$ cat config.mk
export PLATFORM = sky130hd
export DESIGN_NAME = mac_ctrl_vert_16
export DESIGN_NICKNAME = d
export VERILOG_FILES = /design/src/rtl/mac_ctrl_vert_16.sv
export SDC_FILE = /design/constraint.sdc
export NUM_CORES = 1
export LEC_CHECK = 0
export ABC_AREA = 1
export CAP_MARGIN = 30
export CORE_ASPECT_RATIO = 0.8
export CORE_MARGIN = 3
export CORE_UTILIZATION = 44
export DETAILED_ROUTE_END_ITERATION = 6
export PLACE_DENSITY = 0.89
export SYNTH_ARGS = -nofsm -noshare
export SYNTH_HDL_FRONTEND = slang
export SYNTH_SLANG_ARGS = --single-unit
export TNS_END_PERCENT = 30
$ cat constraint.sdc
create_clock -name clk -period 1.9 [get_ports clk]
set_input_delay 0.57 -clock clk [delete_from_list [all_inputs] [get_ports clk]]
set_output_delay 0.57 -clock clk [all_outputs]
set_load 0.01 [all_outputs]
$ cat src/rtl/mac_ctrl_vert_16.sv
// Column-serial MAC sequencer: accepts one job, then streams its bit columns MSB first
// into the MAC stage, followed by flush cycles and a one-cycle completion pulse.
module mac_ctrl_vert_16 #(
    parameter int MUX_SEL_WIDTH = 5,
    parameter int FLUSH_CYCLES  = 1
) (
    input  logic                     clk,
    input  logic                     reset,
    input  logic                     job_valid,
    output logic                     job_ready,
    input  logic [2:0]               job_ncol,
    input  logic                     job_skip_zero,
    input  logic                     col_valid,
    output logic                     col_ready,
    input  logic [2:0]               col_mul_const,
    input  logic                     col_is_shift_mul,
    input  logic [MUX_SEL_WIDTH-1:0] col_hamming_sel,
    input  logic                     col_hamming_sign,
    output logic                     act_load,
    output logic                     mac_clr,
    output logic                     en,
    output logic                     flush,
    output logic [2:0]               column_idx,
    output logic                     is_msb,
    output logic                     is_skip_zero,
    output logic [2:0]               mul_const,
    output logic                     is_shift_mul,
    output logic [MUX_SEL_WIDTH-1:0] hamming_sel,
    output logic                     hamming_sign,
    output logic                     busy,
    output logic                     done
);

    localparam int DRAIN_W = (FLUSH_CYCLES < 1) ? 1 : $clog2(FLUSH_CYCLES + 1);
    localparam logic [DRAIN_W-1:0] DRAIN_LAST = DRAIN_W'(FLUSH_CYCLES);

    typedef enum logic [2:0] {
        ST_IDLE,
        ST_CLEAR,
        ST_RUN,
        ST_DRAIN,
        ST_DONE
    } state_t;

    state_t                   state_reg, state_next;
    logic [2:0]               ncol_reg, ncol_next;
    logic                     skip_zero_reg, skip_zero_next;
    logic [2:0]               col_cnt_reg, col_cnt_next;
    logic [DRAIN_W-1:0]       drain_cnt_reg, drain_cnt_next;

    // MAC-side outputs are all registered one cycle after the column accept
    logic                     en_reg, en_next;
    logic                     flush_reg, flush_next;
    logic [2:0]               column_idx_reg, column_idx_next;
    logic                     is_msb_reg, is_msb_next;
    logic                     is_skip_zero_reg, is_skip_zero_next;
    logic [2:0]               mul_const_reg, mul_const_next;
    logic                     is_shift_mul_reg, is_shift_mul_next;
    logic [MUX_SEL_WIDTH-1:0] hamming_sel_reg, hamming_sel_next;
    logic                     hamming_sign_reg, hamming_sign_next;

    logic                     job_ready_c;
    logic                     col_ready_c;
    logic                     act_load_c;
    logic                     mac_clr_c;
    logic                     done_c;

    always_ff @(posedge clk or negedge reset) begin
        if (!reset) begin
            state_reg        <= ST_IDLE;
            ncol_reg         <= '0;
            skip_zero_reg    <= 1'b0;
            col_cnt_reg      <= '0;
            drain_cnt_reg    <= '0;
            en_reg           <= 1'b0;
            flush_reg        <= 1'b0;
            column_idx_reg   <= '0;
            is_msb_reg       <= 1'b0;
            is_skip_zero_reg <= 1'b0;
            mul_const_reg    <= '0;
            is_shift_mul_reg <= 1'b0;
            hamming_sel_reg  <= '0;
            hamming_sign_reg <= 1'b0;
        end else begin
            state_reg        <= state_next;
            ncol_reg         <= ncol_next;
            skip_zero_reg    <= skip_zero_next;
            col_cnt_reg      <= col_cnt_next;
            drain_cnt_reg    <= drain_cnt_next;
            en_reg           <= en_next;
            flush_reg        <= flush_next;
            column_idx_reg   <= column_idx_next;
            is_msb_reg       <= is_msb_next;
            is_skip_zero_reg <= is_skip_zero_next;
            mul_const_reg    <= mul_const_next;
            is_shift_mul_reg <= is_shift_mul_next;
            hamming_sel_reg  <= hamming_sel_next;
            hamming_sign_reg <= hamming_sign_next;
        end
    end

    always_comb begin
        state_next        = state_reg;
        ncol_next         = ncol_reg;
        skip_zero_next    = skip_zero_reg;
        col_cnt_next      = col_cnt_reg;
        drain_cnt_next    = drain_cnt_reg;
        en_next           = 1'b0;
        flush_next        = 1'b0;
        column_idx_next   = '0;
        is_msb_next       = 1'b0;
        is_skip_zero_next = 1'b0;
        mul_const_next    = '0;
        is_shift_mul_next = 1'b0;
        hamming_sel_next  = '0;
        hamming_sign_next = 1'b0;
        job_ready_c       = 1'b0;
        col_ready_c       = 1'b0;
        act_load_c        = 1'b0;
        mac_clr_c         = 1'b0;
        done_c            = 1'b0;

        case (state_reg)
            ST_IDLE: begin
                job_ready_c = 1'b1;
                if (job_valid) begin
                    ncol_next      = job_ncol;
                    skip_zero_next = job_skip_zero;
                    col_cnt_next   = job_ncol;
                    state_next     = ST_CLEAR;
                end
            end
            ST_CLEAR: begin
                mac_clr_c  = 1'b1;
                state_next = ST_RUN;
            end
            ST_RUN: begin
                col_ready_c = 1'b1;
                if (col_valid) begin
                    act_load_c        = 1'b1;
                    en_next           = 1'b1;
                    column_idx_next   = col_cnt_reg;
                    is_msb_next       = (col_cnt_reg == ncol_reg);
                    is_skip_zero_next = skip_zero_reg;
                    mul_const_next    = col_mul_const;
                    is_shift_mul_next = col_is_shift_mul;
                    hamming_sel_next  = col_hamming_sel;
                    hamming_sign_next = col_hamming_sign;
                    // Last column: leave RUN instead of decrementing, so col_cnt never wraps
                    if (col_cnt_reg == 3'd0) begin
                        drain_cnt_next = '0;
                        state_next     = ST_DRAIN;
                    end else begin
                        col_cnt_next = col_cnt_reg - 3'd1;
                    end
                end
            end
            ST_DRAIN: begin
                // Cycle 0 of DRAIN shows the last column; later cycles are flushes
                if (drain_cnt_reg == DRAIN_LAST) begin
                    state_next = ST_DONE;
                end else begin
                    en_next        = 1'b1;
                    flush_next     = 1'b1;
                    drain_cnt_next = drain_cnt_reg + DRAIN_W'(1);
                end
            end
            ST_DONE: begin
                done_c     = 1'b1;
                state_next = ST_IDLE;
            end
            default: begin
                state_next = ST_IDLE;
            end
        endcase
    end

    // job_ready must stay low for the whole time reset is held, even though state is IDLE
    assign job_ready    = job_ready_c & reset;
    assign col_ready    = col_ready_c;
    assign act_load     = act_load_c;
    assign mac_clr      = mac_clr_c;
    assign done         = done_c;
    assign busy         = (state_reg != ST_IDLE);

    assign en           = en_reg;
    assign flush        = flush_reg;
    assign column_idx   = column_idx_reg;
    assign is_msb       = is_msb_reg;
    assign is_skip_zero = is_skip_zero_reg;
    assign mul_const    = mul_const_reg;
    assign is_shift_mul = is_shift_mul_reg;
    assign hamming_sel  = hamming_sel_reg;
    assign hamming_sign = hamming_sign_reg;

endmodule

==> flow_metrics.tcl, run 1 <==
set metrics [dict create \
    status "finished, violations left" \
    failed_checks "setup timing" \
    core_sq_um 2540 \
    crit_path_end "busy" \
    synth_top_cell_area_share_pct 57.7 \
    vias_per_cell 4.81 \
    power.density_nw_per_um2 1440 \
    cts.sinks 28 \
    num_antenna_cells 0 \
    fin_util_pct 71.6 \
    fmax_mhz 525 \
    crit_top_cell "inv_2" \
    antenna_found_initial 0 \
    drtPass1Iterations 4 \
    syn_area_sq_um 1210 \
    hp-class "reg2reg" \
    drv_cap 0 \
    die_h_microns 53 \
    largest_reg_flops 5 \
    end_kind "output pin" \
    max_slew_margin_pct 77.1 \
    globalplace.congestion 0.862 \
    die_area_sq_um 3430 \
    cts_tree "yes" \
    numCtsBuffers 3 \
    htree_levels 1 \
    ys_ff_latch 28 \
    rsz0062_at_grt "true" \
    fin_ws_ns -0.00510 \
    cp_num_buf_inv 4 \
    worstReg2RegStart "col_cnt_reg[0]" \
    seq_area_frac_synth_pct 57.7 \
    antenna_left 0 \
    avgSynthCellArea_sq_um 8.68 \
    syn_inst 140 \
    reg2reg_depth 8 \
    synth_cell_types 19 \
    stdcell_area_sq_um 1820 \
    required_ns 1.33 \
    die_w_microns 64.8 \
    routed_wl_microns 2940 \
    path_class "reg2out" \
    min_period_over_period_pct 100 \
    p_total_mw 2.62 \
    rrSetupSlack_ns 0.36 \
    cts-root-buf "clkbuf_4" \
    cp_slowest_stage_delay_ns 0.42 \
    critical_path.top_delay_family "flip-flops" \
    fin_nets 219 \
    cp-start-kind "register" \
    syn-num-nets 160 \
    power_leakage_nw 0.923 \
    period_minus_slack_ns 1.91 \
    cp_data_arrival_time_ns 1.34 \
    path_depth 6 \
    tightest_slew_ns 0.343 \
    ir_drop_uv 955 \
    cp_slowest_cell "dfrtp_1" \
    cts_max_path_buffers 2 \
    r2r-end "col_cnt_reg[1]" \
    insertion_delay_ns 0.33 \
    synth_area_leaders "dfrtp_1, nand2_1, nor2_1" \
    drive_above_1_share_pct 19.7 \
    num_rows 16 \
    final-max-slew-violation-count 0 \
    place_ws_ns -0.531 \
    drt_iter0_markers 52 \
    hold_viol_final 0 \
    grt_pass1_vias 1080 \
    crit_path_max_fanout 3 \
    area_delta_synth_final_pct 49.8 \
    grt-ovfl-total 0 \
    wl_per_cell_microns 12.5 \
    dpl-instance-area_sq_um 1730 \
    grt.total_usage_pct 18.6 \
    grt_pass1_wl_microns 4840 \
    portBuffers 40 \
    finalSetupViolCount 1 \
    synth_area_leader_cell "dfrtp_1" \
    drc 0 \
    dr_total_vias 1125 \
    io_pins 41 \
    grt_max_degree 29 \
    worstPathCellList "nor2_2 -> inv_2 -> nor2_4 -> inv_2 -> buf_4 -> buf_2" \
    fin_skew_ns 0.00226 \
    hpwl_microns 2120 \
    crit_start "state_reg[1]" \
    cts.clk_slew.worst_paths_ns 0.15 \
    yosysWarnings 0 \
    start_util_pct 47.8 \
    final.fill_count 182 \
]
## worst min-delay path by stage
| stage | startpoint | end | slack, ns | cells after the start |
|---|---|---|---|---|
| 5_1_grt | drain_cnt_reg | flush | 0.54 | 1 |
| 2_1_floorplan | reset | col_cnt_reg[0] | 0.27 | 0 |
| 4_1_cts | skip_zero_reg | skip_zero_reg | 0.50 | 2 |
| 6_report | skip_zero_reg | skip_zero_reg | 0.50 | 2 |
| 3_5_place_dp | skip_zero_reg | skip_zero_reg | 0.47 | 2 |
| 3_3_place_gp | skip_zero_reg | skip_zero_reg | 0.46 | 2 |
## cell type report
class,count,area [sq um],area share (%)
multi-input combinational,93,449,24.7
clock buffer,3,22.5,1.24
timing repair buffer,57,507,27.8
inverter,16,65.1,3.57
tap,36,45.0,2.47
clock inverter,1,30.0,1.65
sequential,28,702,38.6
## per-layer routing
layer	up-vias	track usage (%)	part of all wire (%)
met1	526	22.3	40
met3	7	1.70	6.1
li1	538	-	-
met2	54	34.1	53
met5	-	0	0
met4	0	8.42	1.4
## through the flow
stage | cells | hold slack [ns] | setup TNS, ns
after floorplan | 140 | 0.274 | 0
after global placement | 225 | 0.463 | -0.910
after detailed placement | 225 | 0.466 | -0.955
after CTS | 234 | 0.500 | -0.0365
after global routing | 234 | 0.541 | -0.157
final | 234 | 0.502 | -0.00510
## repair_timing
item                                    in CTS  in global routing
buffers inserted                             5                  0
pin swaps                                    3                  2
endpoints found under the setup margin       6                  5
hold buffers                                 0                  0
gates resized for setup                     30                  7
## where the power goes
part           switching, mW  internal, mW  leakage, nW
clock network          0.179         0.213       0.0279
logic                  0.744         0.623        0.527
registers              0.109         0.756        0.368
total                   1.03          1.59        0.923
## cell usage in the layout, fill, tap and decap left out, drive strengths merged
master and n:
bufinv 1, clkdlybuf4s50 33, nand3b 1, nand2 41, o21ai 5, nor2 29, buf 23, ha 2
dfrtp 28, nand3 11, nor3 1, clkbuf 3, inv 16, xnor2 3, dlygate4sd2 1
## worst reg2reg max path: cells and delay by family (launching register included)
| kind | cells | cell delay (ns) |
|---|---|---|
| buf+inv | 1 | 0.08 |
| simple gates | 5 | 0.55 |
| flops | 1 | 0.44 |
| fa+ha+maj | 2 | 0.41 |
## Yosys cell counts
master    number
o21ai_1        1
inv_1         15
nor2_4         2
nor2_1        26
clkbuf_1       1
ha_1           2
xnor2_1        3
nand3_2        1
inv_2          1
nand3_1       10
nand2_2        1
buf_6          1
o21ai_0        4
nor3_1         1
nor2_2         1
buf_4          1
nand2_1       40
nand3b_1       1
dfrtp_1       28
## cells by family after synthesis
group           count (synthesis)  synth area share [%]
simple gates                   83                  29.2
xor+xnor                        3                  2.16
compound gates                  5                  2.06
buf+inv                        19                  6.80
fa+ha+maj                       2                  2.06
flops                          28                  57.7
No activity file was read; power rests on OpenSTA's default activity.
==> run 2: changes to the inputs <==
- MAX_ROUTING_LAYER: default -> met4
==> flow_metrics.tcl, run 2 (synthesized netlist as in run 1, its figures left out) <==
set metrics [dict create \
    status "finished, violations left" \
    failed_checks "setup timing" \
    cts_tree "yes" \
    period_minus_slack_ns 1.91 \
    tightest_slew_ns 0.342 \
    ir_drop_uv 954 \
    largest_reg_flops 5 \
    io_pins 41 \
    power_frac_clock_pct 15.0 \
    cp_data_arrival_time_ns 1.34 \
    fin_cells 234 \
    vias_per_cell 4.74 \
    globalplace.congestion 0.876 \
    end_kind "output pin" \
    p_switching_mw 1.03 \
    die_h_microns 53 \
    swShare_pct 39.2 \
    grt-ovfl-total 0 \
    use_met2_pct 34.1 \
    power.density_nw_per_um2 1440 \
    wl_per_cell_microns 12.5 \
    drt_iter0_markers 46 \
    antenna_found_initial 0 \
    met3_usage_pct 1.70 \
    drc 0 \
    mostFrequentLayoutCell "nand2_1" \
    power.internal_mw 1.59 \
    path_class "reg2out" \
    power_frac_comb_pct 51.9 \
    crit_top_cell "inv_2" \
    routed_wl_microns 2930 \
    fin_skew_ns 0.00270 \
    grt_pass1_vias 1084 \
    hpwl_microns 2120 \
    place_ws_ns -0.531 \
    grt-busiest-layer "met2" \
    htree_levels 1 \
    drtPass1Iterations 4 \
    fin_nets 219 \
    power_leakage_nw 0.923 \
    grt.total_usage_pct 19.0 \
    fmax_mhz 524 \
    dr_total_vias 1108 \
    rrSetupSlack_ns 0.36 \
    r2r-end "col_cnt_reg[1]" \
    die_w_microns 64.8 \
    seqPwrFrac_pct 33.1 \
    gr-usage-met1_pct 22.0 \
    portBuffers 40 \
    start_util_pct 47.8 \
    cp_slowest_stage_delay_ns 0.42 \
    stdcell_area_sq_um 1820 \
    postCtsHoldBufs 0 \
    drv_cap 0 \
    drive_above_1_share_pct 19.7 \
    grt_pass1_wl_microns 4820 \
    grt_max_degree 29 \
    cts_max_path_buffers 2 \
    seqCellArea_sq_um 702 \
    holdPathStages 2 \
    max_slew_margin_pct 77.2 \
    critical_path.top_delay_family "flip-flops" \
    core_sq_um 2540 \
    min_period_over_period_pct 100 \
    required_ns 1.33 \
    cts.clk_slew.worst_paths_ns 0.15 \
    hold_start "skip_zero_reg" \
    cp_slowest_cell "dfrtp_1" \
    rsz0062_at_grt "true" \
    die_area_sq_um 3430 \
    final-max-slew-violation-count 0 \
    num_rows 16 \
    multi_input_area_sq_um 449 \
    path_depth 6 \
    cts-root-buf "clkbuf_4" \
    dpl-instance-area_sq_um 1730 \
    min_to "skip_zero_reg" \
    worstReg2RegStart "col_cnt_reg[0]" \
    insertion_delay_ns 0.33 \
    final.fill_count 182 \
    dp_cells 225 \
    num_antenna_cells 0 \
    finalSetupViolCount 1 \
    cts.sinks 28 \
    final_cell_mix "nand2_1, clkdlybuf4s50_1, dfrtp_1, nor2_1, buf_4" \
    cp-start-kind "register" \
    numCtsBuffers 3 \
    fin_util_pct 71.6 \
    crit_path_max_fanout 3 \
    reg2reg_depth 8 \
    hp-class "reg2reg" \
    holdWs_ns 0.503 \
    worstPathCellList "nor2_2 -> inv_2 -> nor2_4 -> inv_2 -> buf_4 -> buf_2" \
    hold_viol_final 0 \
    area_delta_synth_final_pct 49.8 \
    antenna_left 0 \
    cp_num_buf_inv 4 \
    fin_ws_ns -0.00695 \
]
## run 2: cell counts in the layout (fill, tap and decap cells not counted)
Identical to the previous run, type by type.
## run 2: what timing repair did
item / in CTS / in global routing
buffers inserted: 5 / 0
gates cloned: 0 / 0
endpoints found under the setup margin: 6 / 5
pin swaps: 3 / 2
gates resized for setup: 30 / 7
## run 2: worst max path at each step
stage                     slack [ns]    startpoint   endpoint
after global routing           -0.07  state_reg[1]       busy
final                         -0.007  state_reg[1]       busy
after floorplan                 0.30  state_reg[1]  job_ready
after detailed placement       -0.53     col_valid   act_load
after CTS                      -0.02  state_reg[0]    mac_clr
after global placement         -0.50     col_valid   act_load
## run 2: power groups by stage
stage / combinational (mW) / clock (mW) / sequential [mW]
floorplan: 0.670 / 0 / 0.895
global placement: 1.17 / 0 / 0.874
detailed placement: 1.22 / 0 / 0.885
CTS: 1.32 / 0.391 / 0.860
global route: 1.50 / 0.418 / 0.882
finish: 1.36 / 0.394 / 0.866
## run 2: tightest hold or removal path, cell delays in order, from the launching register on
cell and delay (ns):
dfrtp_1 0.38, nand2_1 0.05, nand2_1 0.05
## run 2: stage by stage
step | TNS, ns | power (mW)
floorplan | 0 | 1.57
global placement | -0.910 | 2.04
detailed placement | -0.955 | 2.11
CTS | -0.0365 | 2.57
global route | -0.157 | 2.80
finish | -0.00695 | 2.62
## run 2: area by class of cell
class / instances / share of cell area (%)
clock buffer: 3 / 1.24
clock inverter: 1 / 1.65
inverter: 16 / 3.57
multi-input combinational: 93 / 24.7
sequential: 28 / 38.6
tap: 36 / 2.47
timing repair buffer: 57 / 27.8
## run 2: routing by layer
layer | part of all wire [%] | wire [microns]
met3 | 6.0 | 176
met2 | 51 | 1510
met1 | 40 | 1190
met5 | 0 | 0
met4 | 2.1 | 61
